File: config.mk
export PLATFORM = sky130hd
export DESIGN_NAME = proc_ctrl_flat
export DESIGN_NICKNAME = d
export VERILOG_FILES = /design/src/rtl/proc_pkg.sv /design/src/rtl/proc_ctrl_if.sv /design/src/rtl/proc_ctrl_dec3to8.sv /design/src/rtl/proc_ctrl.sv /design/src/flat_wrapper.sv
export SDC_FILE = /design/constraint.sdc
export NUM_CORES = 1
export LEC_CHECK = 0
export ABC_AREA = 1
export BUFFER_PORTS_ARGS = -buffer_cell sky130_fd_sc_hd__buf_2
export CAP_MARGIN = 30
export CORE_MARGIN = 4
export CORE_UTILIZATION = 42
export CTS_BUF_LIST = sky130_fd_sc_hd__clkbuf_4 sky130_fd_sc_hd__clkbuf_8 sky130_fd_sc_hd__clkbuf_16
export DETAILED_ROUTE_END_ITERATION = 8
export PLACE_DENSITY_LB_ADDON = 0.08
export SKIP_CTS_REPAIR_TIMING = 1
export SLEW_MARGIN = 20
export SYNTH_ARGS = -nofsm -noshare
export SYNTH_HDL_FRONTEND = slang
export SYNTH_HIERARCHICAL = 1
export SYNTH_SLANG_ARGS = --single-unit
File: constraint.sdc
create_clock -name clk -period 1.7 [get_ports clk]
set_input_delay 0.34 -clock clk [delete_from_list [all_inputs] [get_ports clk]]
set_output_delay 0.34 -clock clk [all_outputs]
set_load 0.05 [all_outputs]
File: src/rtl/proc_pkg.sv
// Shared definitions for the bus-datapath control unit: opcodes, FSM states, IR field positions.
package proc_pkg;
   localparam int DATA_W_DEF = 16;
   localparam int NREG       = 8;

   localparam logic [2:0] OP_MV   = 3'b000;
   localparam logic [2:0] OP_MVI  = 3'b001;
   localparam logic [2:0] OP_ADD  = 3'b010;
   localparam logic [2:0] OP_SUB  = 3'b011;
   localparam logic [2:0] OP_MVNZ = 3'b100;

   localparam int OPC_HI = 15;
   localparam int OPC_LO = 13;
   localparam int RX_HI  = 12;
   localparam int RX_LO  = 10;
   localparam int RY_HI  = 9;
   localparam int RY_LO  = 7;

   typedef enum logic [1:0] {S_IDLE, S_T1, S_T2, S_T3} state_t;
endpackage

File: src/rtl/proc_ctrl_if.sv
// Instruction-source / datapath-control signal bundle. The controller uses the slave
// modport; whoever drives run/din/g_nz uses master.
interface proc_ctrl_if import proc_pkg::*; #(parameter int DATA_W = DATA_W_DEF);
   logic              run;
   logic [DATA_W-1:0] din;
   logic              g_nz;
   logic              ir_ena;
   logic [NREG-1:0]   r_in;
   logic [NREG-1:0]   r_out;
   logic              din_out;
   logic              g_out;
   logic              A_ena;
   logic              G_ena;
   logic              Add_SubNot;
   logic              done;

   modport master (output run, din, g_nz,
                   input  ir_ena, r_in, r_out, din_out, g_out, A_ena, G_ena, Add_SubNot, done);
   modport slave  (input  run, din, g_nz,
                   output ir_ena, r_in, r_out, din_out, g_out, A_ena, G_ena, Add_SubNot, done);
endinterface

File: src/rtl/proc_ctrl_dec3to8.sv
// 3-bit index to 8-bit one-hot decoder with enable; all-zero when disabled.
module dec3to8 (
   input  logic       en,
   input  logic [2:0] idx,
   output logic [7:0] y
);
   assign y = en ? (8'b1 << idx) : 8'b0;
endmodule

File: src/rtl/proc_ctrl.sv
// Control FSM for the bus datapath: fetches into IR, then sequences register/ALU/bus enables.
// Define CMOV_EN to decode opcode 100 as mvnz (conditional move on g_nz); otherwise it is a no-op.
module proc_ctrl import proc_pkg::*; #(
   parameter int DATA_W = DATA_W_DEF
) (
   input  logic        clk,
   input  logic        rst_n,
   proc_ctrl_if.slave  bus
);
   state_t            st, st_nxt;
   logic [DATA_W-1:0] ir;
   logic [2:0]        opc, rx, ry, rin_idx, rout_idx;
   logic              rin_en, rout_en;
   logic [NREG-1:0]   r_in_oh, r_out_oh;
   logic              ir_ena, din_out, g_out, a_ena, g_ena, add_sub, done;
   logic              unused_bits;

   assign opc = ir[OPC_HI:OPC_LO];
   assign rx  = ir[RX_HI:RX_LO];
   assign ry  = ir[RY_HI:RY_LO];

   always_ff @(posedge clk or negedge rst_n) begin
      if (!rst_n) begin
         st <= S_IDLE;
         ir <= '0;
      end else begin
         st <= st_nxt;
         if (ir_ena) ir <= bus.din;
      end
   end

   // Only one bus driver is ever selected per state, which keeps the bus arbitration trivially safe.
   always_comb begin
      st_nxt   = st;
      ir_ena   = 1'b0;
      rin_en   = 1'b0;
      rin_idx  = rx;
      rout_en  = 1'b0;
      rout_idx = ry;
      din_out  = 1'b0;
      g_out    = 1'b0;
      a_ena    = 1'b0;
      g_ena    = 1'b0;
      add_sub  = 1'b0;
      done     = 1'b0;
      case (st)
         S_IDLE: begin
            // rst_n gating keeps ir_ena low during reset even though run is a live input
            ir_ena = bus.run & rst_n;
            if (bus.run) st_nxt = S_T1;
         end
         S_T1: begin
            st_nxt = S_IDLE;
            case (opc)
               OP_MV: begin
                  rout_en = 1'b1;
                  rin_en  = 1'b1;
                  done    = 1'b1;
               end
               OP_MVI: begin
                  din_out = 1'b1;
                  rin_en  = 1'b1;
                  done    = 1'b1;
               end
               OP_ADD, OP_SUB: begin
                  rout_en  = 1'b1;
                  rout_idx = rx;
                  a_ena    = 1'b1;
                  st_nxt   = S_T2;
               end
`ifdef CMOV_EN
               OP_MVNZ: begin
                  rout_en = bus.g_nz;
                  rin_en  = bus.g_nz;
                  done    = 1'b1;
               end
`endif
               default: done = 1'b1;
            endcase
         end
         S_T2: begin
            rout_en = 1'b1;
            g_ena   = 1'b1;
            add_sub = (opc == OP_ADD);
            st_nxt  = S_T3;
         end
         S_T3: begin
            g_out  = 1'b1;
            rin_en = 1'b1;
            done   = 1'b1;
            st_nxt = S_IDLE;
         end
         default: st_nxt = S_IDLE;
      endcase
   end

   dec3to8 u_rin  (.en(rin_en),  .idx(rin_idx),  .y(r_in_oh));
   dec3to8 u_rout (.en(rout_en), .idx(rout_idx), .y(r_out_oh));

   assign bus.ir_ena     = ir_ena;
   assign bus.r_in       = r_in_oh;
   assign bus.r_out      = r_out_oh;
   assign bus.din_out    = din_out;
   assign bus.g_out      = g_out;
   assign bus.A_ena      = a_ena;
   assign bus.G_ena      = g_ena;
   assign bus.Add_SubNot = add_sub;
   assign bus.done       = done;

`ifdef CMOV_EN
   assign unused_bits = ^ir[RY_LO-1:0];
`else
   assign unused_bits = ^{ir[RY_LO-1:0], bus.g_nz};
`endif
endmodule

File: src/flat_wrapper.sv
// flat-port wrapper written by rule: the top's interface ports become plain ports
module proc_ctrl_flat import proc_pkg::*;
#(
   parameter int DATA_W = DATA_W_DEF
)
  (clk, rst_n, bus_run, bus_din, bus_g_nz, bus_ir_ena, bus_r_in, bus_r_out, bus_din_out, bus_g_out, bus_A_ena, bus_G_ena, bus_Add_SubNot, bus_done);
  proc_ctrl_if #(.DATA_W(DATA_W)) bus_i ();
  input  logic clk;
  input  logic rst_n;
  input wire logic [$bits(bus_i.run)-1:0] bus_run;
  input wire logic [$bits(bus_i.din)-1:0] bus_din;
  input wire logic [$bits(bus_i.g_nz)-1:0] bus_g_nz;
  output wire logic [$bits(bus_i.ir_ena)-1:0] bus_ir_ena;
  output wire logic [$bits(bus_i.r_in)-1:0] bus_r_in;
  output wire logic [$bits(bus_i.r_out)-1:0] bus_r_out;
  output wire logic [$bits(bus_i.din_out)-1:0] bus_din_out;
  output wire logic [$bits(bus_i.g_out)-1:0] bus_g_out;
  output wire logic [$bits(bus_i.A_ena)-1:0] bus_A_ena;
  output wire logic [$bits(bus_i.G_ena)-1:0] bus_G_ena;
  output wire logic [$bits(bus_i.Add_SubNot)-1:0] bus_Add_SubNot;
  output wire logic [$bits(bus_i.done)-1:0] bus_done;
  assign bus_i.run = bus_run;
  assign bus_i.din = bus_din;
  assign bus_i.g_nz = bus_g_nz;
  assign bus_ir_ena = bus_i.ir_ena;
  assign bus_r_in = bus_i.r_in;
  assign bus_r_out = bus_i.r_out;
  assign bus_din_out = bus_i.din_out;
  assign bus_g_out = bus_i.g_out;
  assign bus_A_ena = bus_i.A_ena;
  assign bus_G_ena = bus_i.G_ena;
  assign bus_Add_SubNot = bus_i.Add_SubNot;
  assign bus_done = bus_i.done;
  proc_ctrl #(.DATA_W(DATA_W)) u_core (.clk(clk), .rst_n(rst_n), .bus(bus_i));
endmodule
## After elaboration in Yosys (flattened, before gate mapping)

Index checks and enable logic that the tools add are counted.

- Bitwise operators: 1
- Shift operators: 2
- Reductions and logical operators: 5
- Mux-type cells: 21
- Equal/unequal tests: 7

Operator list:

| cell | count |
|---|---|
| 8-bit 2-to-1 mux | 2 |
| 1-bit by 3-bit << shifter with 8-bit output, first input constant | 2 |
| 1-bit 2-to-1 mux | 11 |
| 2-bit case mux with 4 select lines | 1 |
| 3-bit by 2-bit equality test with 1-bit output, second input constant | 2 |
| 3-bit 2-to-1 mux | 2 |
| 1-bit case mux with 2 select lines | 3 |
| 2-bit equality test, second input constant | 2 |
| 2-bit 2-to-1 mux | 2 |
| 2-bit OR reduction | 2 |
| 3-bit by 1-bit equality test with 1-bit output, second input constant | 1 |
| 3-bit logical NOT | 1 |
| 3-bit OR reduction | 1 |
| 2-bit by 1-bit equality test with 1-bit output, second input constant | 1 |
| 2-bit logical NOT | 1 |
| 2-bit != test, second input constant | 1 |
| 1-bit AND | 1 |

- Flip-flop bits (word level): 18
- Word-level logic and storage cells: 38
- Bits of input ports: 20
- Output and inout port bits: 23

## Logic depth before layout (Yosys ltp)

Gate-level depths: netlist of the first run.

- Depth after elaboration: 6
- Depth in mapped cells: 9
- Depth with buffers taken out: 9

## By module

Netlist of the first run, hierarchy kept.

By module, submodules not included:

| module | area each (µm²) | seq. area each (µm²) | cells an instance | times used |
|---|---|---|---|---|
| proc_ctrl | 629.4 | 275.3 | 82 | 1 |
| dec3to8 | 63.8 | 0.0 | 17 | 2 |

## Worst setup path before layout of the first run

No wires, ideal clock.

- Path kind: register to output
- Start: register u_core.st[0]
- End: output bus_Add_SubNot
- Data arrival time: 2.191 ns
- Path buffers: 0
- Data required time: 1.360 ns
- Slack: -0.831 ns
- Stages on the path, launching flop included: 5
- Cells stage by stage: dfrtp_1 inv_1 ha_1 inv_1 nor3_1

- Word-level cells in the longest chain between the ends: 2

RTL lines:

| item | line | RTL |
|---|---|---|
| start: declaration | proc_ctrl.sv:10 | `state_t st, st_nxt;` |
| start signal: assignment | proc_ctrl.sv:27 | `st <= st_nxt;` |
| 2-bit equality test | proc_ctrl.sv:46 | `case (st)` |
| 1-bit 2-to-1 mux | proc_ctrl.sv:46 |  |
| end: declaration | flat_wrapper.sv:20 | `output wire logic [$bits(bus_i.Add_SubNot)-1:0] bus_Add_SubNot;` |

No other way between the ends.

==> impl_metrics.toml, run 1 <==
[status]
status = "complete, but fails checks"
violations = "negative setup slack"

[synth]
ys.warnings.count = 6
synth_area_per_cell_um2 = 6.53
synthDistinctLibCells = 13
synth_seq_cells = 11
synth_seq_area_share_pct = 36.4
syn-num-nets = 140
synth_cells = 116
synth_top_cell_area_share_pct = 36.4
synth_largest_area_cell = "dfrtp_1"
syn_area_um2 = 757
yosys-top-cells-area = "dfrtp_1, nand2_1, nor2_1"

[route]
routed-via-count = 979
viasPerCell = 4.94
ant_nets = 0
wire_per_inst_um = 15.3
finalWirelength_um = 3020
drc = 0
drtPass1Iterations = 4
dr.first_iter.drc_count = 6

[cells_and_area]
area_delta_synth_final_pct = 107
n_antenna_cell = 0
final_util_pct = 91.9
finalNetCount = 198
drive_gt1_share_pct = 63.6
finalNonFillerCells = 198
fill_cells = 70

[placement]
place.gp.congestion = 0.840
hpwl_um = 1700
dp.cells = 190
io_buffers = 34

[timing]
drv_slew = 0
fin_crit_ns = 2.22
fin_crit_sh_pct = 131
setup_viol_count_final = 21
finalClockSkew_ns = 0.00557
rsz0062_at_grt = "true"
max_slew_margin_pct = 82.8
layout_setup_ws_ns = -0.521
fin_hold_ws_ns = 0.0383
max_clock_freq_mhz = 450
finalHoldViolations = 0
worstMarginPinSlew_ns = 0.258

[floorplanning]
die_w_um = 50.5
coreArea_um2 = 1710
initial_utilization_pct = 44.3
die_h_um = 50.5
rows = 15
die_area_um2 = 2550
io_pins = 43

[global_routing]
grtUsageTotal_pct = 17.8
grt_max_degree = 12
grt_pass1_vias = 857
grt_pass1_wl_um = 3440
antenna_found_initial = 0
gr-total-overflow = 0

[setup_path]
criticalPathCategory = "reg2out"
startpoint_type = "register"
arrival_ns = 1.88
cp_max_fo = 4
critPathCaptureType = "output port"
required_ns = 1.36

[clock_tree]
clk-insertion-delay-late_ns = 0.28
numCtsBuffers = 3
cts_tree = "done"
cts_sinks = 11
path_clk_slew_ns = 0.08
cts.path.max_buffers = 2
root_buffer = "clkbuf_4"
h-tree-depth = 1

[worst_hold_path]
hold_class = "in2async"

[pwr]
leakagePower_nw = 0.750
report.power.total_mw = 3.24
ir_worst_vdd_mv = 1.79
power_density_nw_per_um2 = 2060

[run]
cap_violations = 0
-- worst max-delay path, cell delays in order (launching register included) --
cell and delay, ns:
dfrtp_1 0.40, inv_2 0.09, ha_4 0.15, buf_4 0.11
nand2_1 0.10, nand2_1 0.12, nand2_2 0.09, inv_1 0.12
nand2_4 0.11, nor2_4 0.13, buf_6 0.16
-- Yosys cell counts (all sizes together) --
cell type,number
nand3,1
dfrtp,11
o21ai,6
nor3,1
nor2,20
a21oi,1
buf,1
inv,18
nand2,53
ha,4
-- layout make-up --
cell class | count | area (µm²) | share of cell area [%]
inverter | 18 | 75.1 | 4.78
timing repair buffer | 54 | 494 | 31.5
clock buffer | 4 | 30.0 | 1.91
sequential | 11 | 277 | 17.6
tap | 25 | 31.3 | 1.99
multi-input combinational | 86 | 663 | 42.2
-- where the power goes --
part           switching, mW  internal, mW
Combinational           1.58         0.929
Clock                 0.0943         0.107
Sequential             0.142         0.389
Total                   1.82          1.43
-- cell usage in the layout (no fill, tap or decap) --
cell type,synthesis,layout
inv_2,0,5
nand2_8,0,1
dfrtp_1,11,10
nor2_2,1,1
dfrtp_2,0,1
inv_4,1,3
buf_2,0,13
nor2_1,19,1
buf_6,0,17
buf_12,1,1
nand2_1,50,37
nand2_4,0,3
nor3_4,0,1
o21ai_4,0,1
nand3_4,1,1
o21ai_2,0,1
o21ai_0,6,4
ha_1,4,1
clkbuf_4,0,5
a21oi_4,0,1
nand2_2,3,12
inv_1,17,10
buf_8,0,6
nor2_4,0,18
buf_4,0,16
ha_4,0,3
-- cells by family after synthesis --
family	after synthesis	share of synthesized area (%)
AO/OA/AOI/OAI	7	4.63
adder cells (fa/ha/maj)	4	6.61
buffers and inverters	19	11.9
flip-flops	11	36.4
AND/OR/NAND/NOR	75	40.5
-- flip-flops by register name, summed over array words and instances, names as in the netlist, named ones only --
name,cells
u_core/ir,9
u_core/st,1
-- routing by layer --
metal / global-route usage [%] / wire length [µm] / up-vias
met5: 0 / 0 / -
met4: 8.52 / 132 / 0
met3: 3.56 / 145 / 15
met2: 32.6 / 1610 / 44
met1: 19.3 / 1130 / 463
li1: - / - / 457
-- final timing paths --
path | startpoint | endpoint | slack (ns) | cells past startpoint
worst max-delay path | register | bus_r_out[2] | -0.52 | 10
worst min-delay path | rst_n | u_core/ir[12]$_DFFE_PN0P_ | 0.04 | 2
worst max register to register | u_core/st[0]$_DFFE_PN0P_ | register | 0.28 | 7
worst min register to register | u_core/ir[7]$_DFFE_PN0P_ | u_core/ir[7]$_DFFE_PN0P_ | 0.51 | 2
max in group asynchronous | rst_n | u_core/st[0]$_DFFE_PN0P_ | 1.50 | 2
min in group clk | bus_din[13] | u_core/ir[13]$_DFFE_PN0P_ | 0.26 | 3
-- metrics by stage --
step | setup WS (ns) | area [µm²] | TNS [ns]
floorplan | -0.255 | 960 | -3.18
global placement | -0.246 | 1260 | -3.31
detailed placement | -0.267 | 1260 | -3.71
CTS | -0.587 | 1290 | -9.83
global route | -0.656 | 1570 | -9.98
finish | -0.521 | 1570 | -7.87
Note: power is estimated with default switching activity, not from simulation.
==> run 2, diff against run 1 <==
--- a/config.mk
+++ b/config.mk
@@ -9,7 +9,7 @@
 export BUFFER_PORTS_ARGS = -buffer_cell sky130_fd_sc_hd__buf_2
 export CAP_MARGIN = 30
 export CORE_MARGIN = 4
-export CORE_UTILIZATION = 42
+export CORE_UTILIZATION = 38
 export CTS_BUF_LIST = sky130_fd_sc_hd__clkbuf_4 sky130_fd_sc_hd__clkbuf_8 sky130_fd_sc_hd__clkbuf_16
 export DETAILED_ROUTE_END_ITERATION = 8
 export PLACE_DENSITY_LB_ADDON = 0.08
==> constraint.sdc (replaced) <==
create_clock -name clk -period 1.8 [get_ports clk]
set_input_delay 0.36 -clock clk [delete_from_list [all_inputs] [get_ports clk]]
set_output_delay 0.36 -clock clk [all_outputs]
set_load 0.05 [all_outputs]
==> run 2 against run 1 <==
  * The run still ends with negative setup slack left
  * Setup slack gained 0.15 ns
  * Register-to-register slack gained 0.11 ns
  * Worst hold slack gained 0.021 ns
  * Critical endpoint is now bus_r_out[5]
  * Largest cell class unchanged
  * Largest power group unchanged
==> impl_metrics.toml, run 2 (synthesis gave the netlist of run 1 again) <==
[route]
ant_nets = 0
dr.first_iter.drc_count = 19
drc = 0
routed-via-count = 933
top_layer_used = "met4"
wire_per_inst_um = 15.6
finalWirelength_um = 3000
drtPass1Iterations = 4
viasPerCell = 4.86
wl_met1_um = 1230
wl_met3_um = 173
dr_wl_met2_um = 1500

[timing]
worstMarginPinSlew_ns = 0.279
layout_setup_ws_ns = -0.372
finalHoldViolations = 0
drv_slew = 0
rsz0062_at_grt = "true"
fin_crit_sh_pct = 121
setup_viol_count_final = 19
finalClockSkew_ns = 0.00438
max_slew_margin_pct = 81.2
fin_crit_ns = 2.17
fin_hold_ws_ns = 0.0591
max_clock_freq_mhz = 460

[cells_and_area]
finalNetCount = 192
most-common-layout-cells = "nand2_1, nor2_4, buf_6"
finalNonFillerCells = 192
final_util_pct = 85.6
largest_reg_flops = 9
fin_area_um2 = 1540
drive_gt1_share_pct = 63.5
regMostFlops = "u_core/ir"
area_delta_synth_final_pct = 104
n_antenna_cell = 0
layout_commonest_cell = "nand2_1"
reg_top3 = "u_core/ir: 9 flops, u_core/st: 1 flops"

[placement]
place.gp.congestion = 0.798
detailed_place.area_um2 = 1240
dp.cells = 187
hpwl_um = 1720
pre_cts_slack_ns = -0.167
io_buffers = 34

[clock_tree]
clk-insertion-delay-late_ns = 0.26
cts_sinks = 11
root_buffer = "clkbuf_4"
numCtsBuffers = 3
h-tree-depth = 1
path_clk_slew_ns = 0.07
cts_tree = "done"
cts.path.max_buffers = 2

[setup_path]
required_ns = 1.44
startpoint_type = "register"
r2r_cells = 9
arrival_ns = 1.81
critPathCaptureType = "output port"
criticalPathCategory = "reg2out"
cp_max_fo = 4

[run]
cap_violations = 0

[floorplanning]
coreArea_um2 = 1800
initial_utilization_pct = 42.0
io_pins = 43
die_area_um2 = 2770
die_w_um = 52.6
rows = 15
die_h_um = 52.6

[global_routing]
grt_max_degree = 12
grt_pass1_wl_um = 3350
gr-total-overflow = 0
antenna_found_initial = 0
grtUsageTotal_pct = 15.9
grt_pass1_vias = 825

[status]
status = "complete, but fails checks"
violations = "negative setup slack"

[worst_hold_path]
hold_class = "in2async"

[pwr]
leakagePower_nw = 0.736
power_density_nw_per_um2 = 1950
ir_worst_vdd_mv = 1.28
-- run 2: cell count changes in the layout (fill, tap and decap cells not counted), moves of 2 or more --
cell     change
nand2_1      -2
buf_4        -4
nand2_4      +7
nand2_2      -5
-- run 2: critical path, stage by stage, from the launching register on --
cell and delay (ns):
dfrtp_1 0.39, inv_2 0.10, ha_4 0.16, inv_4 0.04
nor2_4 0.10, nand2_2 0.08, a21oi_4 0.21, buf_6 0.14
nand2_8 0.07, nor2_4 0.12, buf_8 0.15
-- run 2: routing by layer --
| metal | up-vias | global-route usage [%] |
|---|---|---|
| li1 | 446 | - |
| met1 | 436 | 19.5 |
| met2 | 41 | 29.1 |
| met3 | 10 | 0.855 |
| met4 | 0 | 5.11 |
| met5 | - | 0 |
-- run 2: path summary, 6_finish.rpt --
path	from	slack, ns	end
max in group asynchronous	rst_n	1.58	u_core/st[0]$_DFFE_PN0P_
min reg2reg	u_core/ir[9]$_DFFE_PN0P_	0.51	u_core/ir[9]$_DFFE_PN0P_
min in group clk	bus_din[12]	0.30	u_core/ir[12]$_DFFE_PN0P_
max reg2reg	register	0.39	register
max	register	-0.37	bus_r_out[5]
min	rst_n	0.06	u_core/ir[7]$_DFFE_PN0P_
-- run 2: final cells by class --
class                   instances  area [µm²]
inverters                      18        75.1
flip-flops and latches         11         277
multi-input cells              86         699
clock buffers                   4        30.0
repair buffers                 48         430
well taps                      25        31.3
fillers                        94         259
-- run 2: per-stage QoR --
step | total power [mW] | TNS, ns
after floorplan | 1.80 | -1.74
after global placement | 2.17 | -1.54
final | 3.01 | -5.99
after global routing | 3.18 | -7.70
after detailed placement | 2.22 | -2.01
after CTS | 2.40 | -7.29
-- run 2: power by group --
part	switching [mW]	leakage [nW]	internal, mW
clock network	0.0751	0.0184	0.101
registers	0.140	0.136	0.368
logic	1.52	0.582	0.805
==> run 3, diff against run 2 <==
--- a/config.mk
+++ b/config.mk
@@ -8,6 +8,7 @@
 export ABC_AREA = 1
 export BUFFER_PORTS_ARGS = -buffer_cell sky130_fd_sc_hd__buf_2
 export CAP_MARGIN = 30
+export CORE_ASPECT_RATIO = 1.5
 export CORE_MARGIN = 4
 export CORE_UTILIZATION = 38
 export CTS_BUF_LIST = sky130_fd_sc_hd__clkbuf_4 sky130_fd_sc_hd__clkbuf_8 sky130_fd_sc_hd__clkbuf_16
==> run 3 against run 2 <==
  * The flow still finishes with violations (negative setup slack)
  * Clock skew shrank 0.0036 ns
  * Global-route usage grew 0.065 points
  * Die area grew 0.54%
  * Cell area grew 0.24%
  * Register-to-register slack gained 0.03 ns
  * Sequential share of layout area shrank 0.12 points
  * Flip-flop and latch count is the same
  * Wire length shrank 0.73%
  * Total power grew 0.67%
  * Setup slack is essentially flat
==> impl_metrics.toml, run 3 (synthesis gave the netlist of run 1 again) <==
[pwr]
power_density_nw_per_um2 = 1960
ir_worst_vdd_mv = 1.18
netSwitchingFraction_pct = 57.7
report.power.total_mw = 3.03
combPwrFrac_pct = 77.7
leakagePower_nw = 0.744
power_frac_seq_pct = 16.4
power.share.clock_pct = 5.8
p_switching_mw = 1.75
power.internal_mw = 1.28

[setup_path]
startpoint_type = "register"
critPathCaptureType = "output port"
arrival_ns = 1.81
required_ns = 1.44
criticalPathCategory = "reg2out"
cp_max_fo = 4

[worst_hold_path]
hold_class = "in2async"

[cells_and_area]
regMostFlops = "u_core/ir"
largest_reg_flops = 9
multi_input_area_um2 = 696
layout_commonest_cell = "nand2_1"
fin_area_um2 = 1550
final-seq-area_um2 = 275
drive_gt1_share_pct = 63.9
reg_top3 = "u_core/ir: 9 flops, u_core/st: 1 flops"
area_delta_synth_final_pct = 104
n_antenna_cell = 0
most-common-layout-cells = "nand2_1, nor2_4, buf_6, buf_4, buf_2"
fill_cells = 103
finalNetCount = 194

[floorplanning]
die_w_um = 44.4
coreArea_um2 = 1850
die_h_um = 62.7
rows = 19
io_pins = 43
die_area_um2 = 2780
initial_utilization_pct = 40.8

[timing]
drv_slew = 0
max_slew_margin_pct = 83.7
worstMarginPinSlew_ns = 0.244
setup_viol_count_final = 20
setup-tns-final_ns = -5.80
rsz0062_at_grt = "true"
fin_crit_sh_pct = 121
fin_crit_ns = 2.17
finalHoldViolations = 0
fin_hold_ws_ns = 0.0533
max_clock_freq_mhz = 460
layout_setup_ws_ns = -0.372
finalClockSkew_ns = 0.000819

[placement]
io_buffers = 34
pre_cts_slack_ns = -0.197
hpwl_um = 1840
place.gp.congestion = 0.741
detailed_place.area_um2 = 1230

[clock_tree]
root_buffer = "clkbuf_4"
h-tree-depth = 1
cts_tree = "done"
path_clk_slew_ns = 0.07
clk-insertion-delay-late_ns = 0.26
numCtsBuffers = 3
cts.path.max_buffers = 2
cts_sinks = 11

[route]
wire_per_inst_um = 15.7
drtPass1Iterations = 4
ant_nets = 0
drc = 0
finalWirelength_um = 2980
viasPerCell = 4.97
dr.first_iter.drc_count = 15
routed-via-count = 944

[global_routing]
grtUsageTotal_pct = 15.9
antenna_found_initial = 0
grt_max_degree = 12
gr-total-overflow = 0
grt_pass1_wl_um = 3530
grt_pass1_vias = 839

[status]
violations = "negative setup slack"
status = "complete, but fails checks"

[run]
cap_violations = 0
==> run 3: stage by stage <==
step,util [%],cells
CTS,68.2,187
detailed placement,66.5,183
global route,83.4,190
global placement,66.5,183
floorplan,-,116
finish,83.4,190
==> run 3: final cells by class <==
class	count	share of cell area [%]
multi-input combinational	86	45.0
timing repair buffer	50	28.7
sequential	11	17.8
inverter	18	4.85
clock buffer	4	1.94
tap	21	1.70
==> run 3: final timing paths <==
check / cells past startpoint / slack [ns] / start / end
worst max-delay path: 10 / -0.37 / register / bus_r_out[5]
worst min-delay path: 2 / 0.05 / rst_n / u_core/ir[13]$_DFFE_PN0P_
worst max register to register: 9 / 0.42 / register / register
worst min register to register: 2 / 0.50 / u_core/ir[9]$_DFFE_PN0P_ / u_core/ir[9]$_DFFE_PN0P_
max in group asynchronous: 2 / 1.60 / rst_n / async pin
min in group clk: 3 / 0.29 / bus_din[10] / u_core/ir[10]$_DFFE_PN0P_
==> run 3: power groups by stage <==
stage / logic (mW) / registers, mW / clock network, mW
3_5_place_dp: 1.76 / 0.473 / 0
4_1_cts: 1.76 / 0.469 / 0.187
3_3_place_gp: 1.70 / 0.464 / 0
6_report: 2.36 / 0.498 / 0.177
2_1_floorplan: 1.34 / 0.464 / 0
5_1_grt: 2.49 / 0.512 / 0.198
==> run 3: critical path, cell delays in order (launching register included) <==
cell     delay [ns]
dfrtp_1        0.40
inv_2          0.09
ha_4           0.15
inv_4          0.05
nor2_4         0.09
nand2_2        0.08
a21oi_4        0.21
buf_6          0.14
nand2_8        0.07
nor2_4         0.11
buf_6          0.16
==> run 3: metal layers <==
layer,global-route usage (%),wire [µm]
met3,1.44,129
met2,31.8,1800
met1,16.7,890
met4,3.40,165
met5,0,0
